[src/rtl/muldiv_seq_unit.sv]
// Iterative HI/LO unit: MULT/MULTU shift-add and DIV/DIVU restoring divide, one bit per cycle,
// plus MTHI/MTLO writes and a combinational MFHI/MFLO read port that stalls while busy.
module muldiv_seq_unit #(
  parameter int WIDTH = 32
) (
  input  logic             clk,
  input  logic             reset,
  input  logic             start,
  input  logic [1:0]       op,
  input  logic             sin,
  input  logic [WIDTH-1:0] in_1,
  input  logic [WIDTH-1:0] in_2,
  output logic             ack,
  output logic             busy,
  output logic             done,
  input  logic             rd_req,
  input  logic             rd_sel,
  output logic [WIDTH-1:0] rd_data,
  output logic             stall,
  output logic [WIDTH-1:0] hi,
  output logic [WIDTH-1:0] lo
);
  localparam int CW = $clog2(WIDTH);
  localparam logic [1:0] OP_MTHI = 2'b00;
  localparam logic [1:0] OP_MTLO = 2'b01;

  typedef enum logic [1:0] {S_IDLE, S_CALC, S_FIX} state_t;

  state_t             r_state, w_state_next;
  logic [CW-1:0]      r_cnt;
  logic [2*WIDTH-1:0] r_acc;
  logic [WIDTH-1:0]   r_opnd;
  logic               r_is_div, r_neg_lo, r_neg_hi, r_div0;
  logic [WIDTH-1:0]   r_hi, r_lo;
  logic               r_busy, r_done;

  logic               w_accept_md, w_a_neg, w_b_neg;
  logic [WIDTH-1:0]   w_a_mag, w_b_mag;
  logic [WIDTH:0]     w_sum, w_trial;
  logic [2*WIDTH-1:0] w_mul_next, w_div_next, w_acc_neg;
  logic [WIDTH-1:0]   w_q_neg, w_r_neg;

  assign ack         = start & ~r_busy;
  assign stall       = (rd_req | start) & r_busy;
  assign busy        = r_busy;
  assign done        = r_done;
  assign hi          = r_hi;
  assign lo          = r_lo;
  assign rd_data     = rd_sel ? r_lo : r_hi;
  assign w_accept_md = ack & op[1];

  assign w_a_neg = sin & in_1[WIDTH-1];
  assign w_b_neg = sin & in_2[WIDTH-1];
  assign w_a_mag = w_a_neg ? (~in_1 + WIDTH'(1)) : in_1;
  assign w_b_mag = w_b_neg ? (~in_2 + WIDTH'(1)) : in_2;

  // Multiply: accumulator upper half collects partial sums, lower half shifts the multiplier out.
  assign w_sum      = {1'b0, r_acc[2*WIDTH-1:WIDTH]} + (r_acc[0] ? {1'b0, r_opnd} : '0);
  assign w_mul_next = {w_sum, r_acc[WIDTH-1:1]};

  // Divide: upper half is the partial remainder, lower half shifts dividend out and quotient in.
  assign w_trial    = {r_acc[2*WIDTH-1:WIDTH], r_acc[WIDTH-1]} - {1'b0, r_opnd};
  assign w_div_next = w_trial[WIDTH] ? {r_acc[2*WIDTH-2:0], 1'b0}
                                     : {w_trial[WIDTH-1:0], r_acc[WIDTH-2:0], 1'b1};

  assign w_acc_neg = ~r_acc + (2*WIDTH)'(1);
  assign w_q_neg   = ~r_acc[WIDTH-1:0] + WIDTH'(1);
  assign w_r_neg   = ~r_acc[2*WIDTH-1:WIDTH] + WIDTH'(1);

  always_ff @(posedge clk) begin
    if (reset) r_state <= S_IDLE;
    else       r_state <= w_state_next;
  end

  always_comb begin
    w_state_next = r_state;
    case (r_state)
      S_IDLE:  if (w_accept_md) w_state_next = S_CALC;
      S_CALC:  if (r_cnt == CW'(WIDTH-1)) w_state_next = S_FIX;
      S_FIX:   w_state_next = S_IDLE;
      default: w_state_next = S_IDLE;
    endcase
  end

  always_ff @(posedge clk) begin
    if (reset) begin
      r_cnt    <= '0;
      r_acc    <= '0;
      r_opnd   <= '0;
      r_is_div <= 1'b0;
      r_neg_lo <= 1'b0;
      r_neg_hi <= 1'b0;
      r_div0   <= 1'b0;
      r_hi     <= '0;
      r_lo     <= '0;
      r_busy   <= 1'b0;
      r_done   <= 1'b0;
    end else begin
      r_done <= 1'b0;
      case (r_state)
        S_IDLE: begin
          if (ack) begin
            if (op == OP_MTHI) r_hi <= in_1;
            else if (op == OP_MTLO) r_lo <= in_2;
            else begin
              r_acc    <= {{WIDTH{1'b0}}, w_a_mag};
              r_opnd   <= w_b_mag;
              r_is_div <= op[0];
              r_neg_lo <= w_a_neg ^ w_b_neg;
              // Remainder follows the dividend; a product's sign covers both halves.
              r_neg_hi <= op[0] ? w_a_neg : (w_a_neg ^ w_b_neg);
              r_div0   <= op[0] & (in_2 == '0);
              r_cnt    <= '0;
              r_busy   <= 1'b1;
            end
          end
        end
        S_CALC: begin
          r_acc <= r_is_div ? w_div_next : w_mul_next;
          r_cnt <= (r_cnt == CW'(WIDTH-1)) ? '0 : r_cnt + CW'(1);
        end
        S_FIX: begin
          if (r_is_div) begin
            r_lo <= r_div0 ? '1 : (r_neg_lo ? w_q_neg : r_acc[WIDTH-1:0]);
            r_hi <= r_neg_hi ? w_r_neg : r_acc[2*WIDTH-1:WIDTH];
          end else begin
            {r_hi, r_lo} <= r_neg_lo ? w_acc_neg : r_acc;
          end
          r_done <= 1'b1;
          r_busy <= 1'b0;
        end
        default: ;
      endcase
    end
  end
endmodule
[config.mk]
export PLATFORM = sky130hd
export DESIGN_NAME = muldiv_seq_unit
export DESIGN_NICKNAME = d
export VERILOG_FILES = /design/src/rtl/muldiv_seq_unit.sv
export SDC_FILE = /design/constraint.sdc
export NUM_CORES = 1
export LEC_CHECK = 0
export ABC_AREA = 0
export BUFFER_PORTS_ARGS = -buffer_cell sky130_fd_sc_hd__buf_2
export CORE_UTILIZATION = 60
export DETAILED_ROUTE_END_ITERATION = 16
export PLACE_DENSITY = 0.8
export SYNTH_ARGS = -nofsm -noshare
export SYNTH_HDL_FRONTEND = slang
export SYNTH_SLANG_ARGS = --single-unit
[constraint.sdc]
create_clock -name clk -period 4.1 [get_ports clk]
set_clock_uncertainty 0.05 [all_clocks]
set_input_delay 0.41 -clock clk [delete_from_list [all_inputs] [get_ports clk]]
set_output_delay 0.41 -clock clk [all_outputs]
set_load 0.01 [all_outputs]
# --- Word-level counts from Yosys, hierarchy flattened ---
# Cells that the tools add are included.
classes:
  n_addsub: 8
  n_eq_ne: 11
  n_mux: 37
  bitwise_logic: 16
  n_reduce_logical: 11
op_table:
  columns: ["op", "n"]
  rows:
  - ["$mux 32", 14]
  - ["$mux 64", 6]
  - ["$add 32x1->32 const B", 4]
  - ["$not 32->32", 4]
  - ["$pmux 32 s2", 2]
  - ["$pmux 64 s2", 1]
  - ["$add 64x1->64 const B", 1]
  - ["$not 64->64", 1]
  - ["$add 32x32->33", 1]
  - ["$sub 33x32->33", 1]
  - ["$logic_not 32->1", 1]
  - ["$mux 5", 4]
  - ["$reduce_and 4->1", 4]
  - ["$ne 2x2->1 const B", 7]
  - ["$pmux 5 s2", 1]
  - ["$and 1x1->1", 6]
  - ["$add 5x1->5 const B", 1]
  - ["$eq 5x5->1 const B", 1]
  - ["$mux 1", 5]
  - ["$eq 2x1->1 const B", 2]
  - ["$logic_not 2->1", 2]
  - ["$mux 2", 2]
  - ["$pmux 2 s2", 1]
  - ["$reduce_bool 2->1", 2]
  - ["other kinds (7)", 9]
totals:
  reg_bits: 173
  input_bits: 72
  output_inout_bits: 100
  word_cells: 95

# --- Longest topological paths before layout ---
depth:
  ltp_word: 7
  ltp_mapped: 14

# --- Worst setup path after synthesis ---
# No wires, ideal clock.
synth_path:
  path_kind: "register to register"
  start: "reg r_acc[0]"
  end: "reg r_acc[56]"
  setup_time_ps: 117
  arrival_time_ps: 3028
  slack_ps: 905
  stages_incl_launch_ff: 14
  n_path_buf: 1
  cell_sequence: "dfxtp_1 inv_1 clkbuf_1 nor2_1 ha_1 a2111oi_0 o21ai_0 a41oi_1 o21ai_0 a31o_2 a31oi_1 xor2_1 nand2b_1 a32o_1"
synth_via:
  elab_chain_cells: 4
synth_rtl:
  columns: ["item", "line_no", "text"]
  rows:
  - ["start: declaration", "31", "logic [2*WIDTH-1:0] r_acc;"]
  - ["start signal: assignment", "106", "r_acc <= {{WIDTH{1'b0}}, w_a_mag};"]
  - ["start signal: assignment", "119", "r_acc <= r_is_div ? w_div_next : w_mul_next;"]
  - ["$mux 32", "58", "assign w_sum = {1'b0, r_acc[2*WIDTH-1:WIDTH]} + (r_acc[0] ? {1'b0, r_opnd} : '0);"]
  - ["$add 32x32->33", "58", null]
  - ["$mux 64", "119", null]
  - ["$pmux 64 s2", "100", "case (r_state)"]
# No other way between the ends.
# A chain may end at the register's enable or synchronous reset.

# --- Final worst setup path ---
layout_path:
  start: "reg r_acc[0]"
  end: "reg r_acc[58]"
# The elaborated chain is that of the path after synthesis.

==> impl_metrics.env <==
export IMPL_drt_iter0_drc=1755
export IMPL_vdd_drop_max_mv=0.227
export IMPL_portBuffers=171
export IMPL_crit_chain="inv_1, nor2_1, ha_1, a2111oi_0, o21ai_0, a41oi_1, o21ai_0, a311oi_1, o21ai_0, xnor2_1, a22oi_1, o21ai_0"
export IMPL_cp_slowest_stage_delay_ns=0.53
export IMPL_end_kind="flop"
export IMPL_coreArea_um2=23400
export IMPL_gr_usage_all_layers_pct=39.0
export IMPL_n_antenna_cell=0
export IMPL_ys_ff_latch=173
export IMPL_die_h_um=156
export IMPL_hold_path_class="in -> reg"
export IMPL_drc=0
export IMPL_cp_slowest_cell="a311oi_1"
export IMPL_post_cts_buffers=0
export IMPL_fill_cells=2105
export IMPL_postCtsHoldBufs=0
export IMPL_yosys_area_top_type_share_pct=24.3
export IMPL_grt_pass1_vias=13832
export IMPL_period_share_pct=93.2
export IMPL_syn2layout_area_growth_pct=12.7
export IMPL_period_needed_ns=3.82
export IMPL_yosysSeqAreaShare_pct=24.3
export IMPL_slew_limit_headroom_pct=20.2
export IMPL_grt_start_max_net_pins=83
export IMPL_clock_sinks=173
export IMPL_firstDrtPassIters=6
export IMPL_drive_gt1_share_pct=15.6
export IMPL_fin_nets=2181
export IMPL_cp_common_cell="o21ai_0"
export IMPL_ant_nets=0
export IMPL_path_class="reg -> reg"
export IMPL_globalRouteOverflowTotal=0
export IMPL_r2r_start="r_acc[0]"
export IMPL_ff2ff_path_depth=12
export IMPL_yosysMostFrequentCell="nor2_1"
export IMPL_tritoncts="built"
export IMPL_syn_area_um2=14200
export IMPL_die_w_um=156
export IMPL_postSynthAreaPerCell_um2=7.42
export IMPL_hp_start="in_1[7]"
export IMPL_avgRoutedWirePerCell_um=20.5
export IMPL_worst_slew_pin_slew_ns=1.19
export IMPL_ios=172
export IMPL_arrival_ns=4.08
export IMPL_cts_root_buf="clkbuf_16"
export IMPL_cts_inserted_buffers=17
export IMPL_final_max_slew_viol_count=0
export IMPL_hold_violations=0
export IMPL_required_ns=4.36
export IMPL_syn_nets=2063
export IMPL_row_count=56
export IMPL_synth_edff_count=0
export IMPL_initial_utilization_pct=60.8
export IMPL_ys_top_cells_by_count="228 x nor2_1, 206 x nand2_1, 188 x a21oi_1"
export IMPL_setup_viol_count_final=0
export IMPL_synth_cells=1919
export IMPL_p_leak_nw=6.77
export IMPL_h_tree_depth=4
export IMPL_synth_top_area_cell="dfxtp_1"
export IMPL_worstSkewPairLatency_ns=0.45
export IMPL_max_cap_violations=0
export IMPL_yosysWarnings=0
export IMPL_tns_ns=0
export IMPL_grt_pass1_wl_mm=74.7
export IMPL_r2r_setup_slack_ns=0.28
export IMPL_cts_path_max_buffers=2
export IMPL_status="complete, no violations"
export IMPL_dp_hpwl_mm=36.0
export IMPL_antenna_found_initial=0
export IMPL_synthTopCellsByArea="dfxtp_1 24%, a21oi_1 6.6%, ha_1 6.2%"
export IMPL_cts_resized=0
export IMPL_critPathMaxFanout=7
export IMPL_min_delay_worst_endpoint="hi[7]"
export IMPL_grt_setup_unrepaired="false"
export IMPL_whs_path_depth=3
export IMPL_p_per_area_nw_per_um2=357
export IMPL_cts_reportedPaths_clkPinSlew_ns=0.08
export IMPL_crit_reg2reg_capture="r_acc[58]"
export IMPL_hold_slack_ns=0.206
export IMPL_routed_wl_mm=48.6
export IMPL_vias_per_cell=6.56
export IMPL_ys_flop_type="dfxtp_1"
export IMPL_num_vias=15530
export IMPL_start_kind="flop"
export IMPL_die_area_um2=24300
export IMPL_gp_congestion=0.965
export IMPL_async_flop_share_pct=0
export IMPL_fmax_mhz=262
export IMPL_ys_types=76
==> critical path, delay by kind of cell, from the launching register on <==
family | cells | cell delay (ns)
and+or+nand+nor | 1 | 0.14
DFF | 1 | 0.45
xor gates and xnor gates | 1 | 0.16
buffers and inverters | 1 | 0.18
AOI/OAI and AO/OA | 8 | 2.38
adders and majority gates | 1 | 0.31
==> registers in the layout (all words and copies together) (netlist names) <==
register  count
r_acc        64
hi           32
lo           32
r_opnd       32
r_cnt         5
r_state       2
busy          1
done          1
r_div0        1
r_is_div      1
r_neg_hi      1
r_neg_lo      1
==> metrics by stage <==
stage,cell area [µm²],utilization [%],std cells,total power [W],setup slack (ns)
global route,16000,68.6,2369,0.00598,0.141
detailed placement,15500,66.1,2337,0.00404,0.553
floorplan,14200,-,1919,0.00342,0.905
global placement,15500,66.1,2337,0.00401,0.656
CTS,16000,68.6,2369,0.00567,0.528
finish,16000,68.6,2369,0.00573,0.280
==> cells in the final DEF (no fill, tap or decap), types with 6 or more instances in the layout <==
cell       instances
dfxtp_1          172
o21a_1            10
or3_1             18
buf_4             57
mux2_2            34
ha_1              70
nand2_1          205
xor2_1            88
o31ai_1           22
nand2b_1          23
buf_2            170
nor2_1           225
nand3_1           24
o221ai_1          28
and2_1             9
a22oi_1           21
xnor2_1           81
inv_1             59
a21oi_1          188
a21o_1            23
nand4_1           11
o41ai_1            7
a311oi_1          23
mux2i_1           33
o211ai_1          36
or4_1              8
nor2b_1           10
a31oi_1           15
a2111oi_0          6
a221oi_1           9
a211oi_1          53
o21ai_0          117
and3_1            13
nor4_1            18
clkbuf_16         17
o21bai_1           6
nor3_1            28
==> final cells by class <==
type | instances | area [µm²] | share of cell area, %
Multi-Input combinational cell | 1559 | 10100 | 62.9
Sequential cell | 173 | 3460 | 21.6
Timing Repair Buffer | 227 | 1280 | 7.97
Clock buffer | 18 | 429 | 2.67
Tap cell | 319 | 399 | 2.49
Inverter | 59 | 221 | 1.38
Clock inverter | 14 | 154 | 0.959
==> metal layers <==
metal	vias to the layer above	wire length [µm]	share of wire [%]	global-route usage (%)
met5	-	0	0	0
met4	0	2570	5.3	21.8
met3	157	3910	8.0	5.17
met2	823	21800	45	61.9
met1	7327	20400	42	50.8
li1	7223	-	-	-
==> logic make-up after synthesis <==
logic type | count (synthesis) | share of synthesized area (%)
simple gates | 633 | 20.3
compound gates | 618 | 28.5
buf+inv | 187 | 5.04
flops | 173 | 24.3
xor+xnor | 169 | 10.4
fa+ha+maj | 72 | 6.43
mux | 67 | 5.01
==> report_power, final <==
| part | internal, W | total, W | switching (W) | leakage [nW] |
|---|---|---|---|---|
| registers | 0.00182 | 0.00199 | 0.000172 | 1.41 |
| clock network | 0.000815 | 0.00164 | 0.000825 | 0.275 |
| logic | 0.000768 | 0.00209 | 0.00133 | 5.08 |
==> worst max-delay path by stage <==
stage | start | end | slack [ns]
6_report | r_acc[0] | r_acc[58] | 0.28
5_1_grt | r_acc[31] | r_acc[42] | 0.14
4_1_cts | r_acc[31] | r_acc[42] | 0.53
3_5_place_dp | r_acc[0] | r_acc[58] | 0.55
3_3_place_gp | r_acc[0] | r_acc[58] | 0.66
2_1_floorplan | r_acc[0] | r_acc[56] | 0.90
No activity file was read; power rests on OpenSTA's default activity.
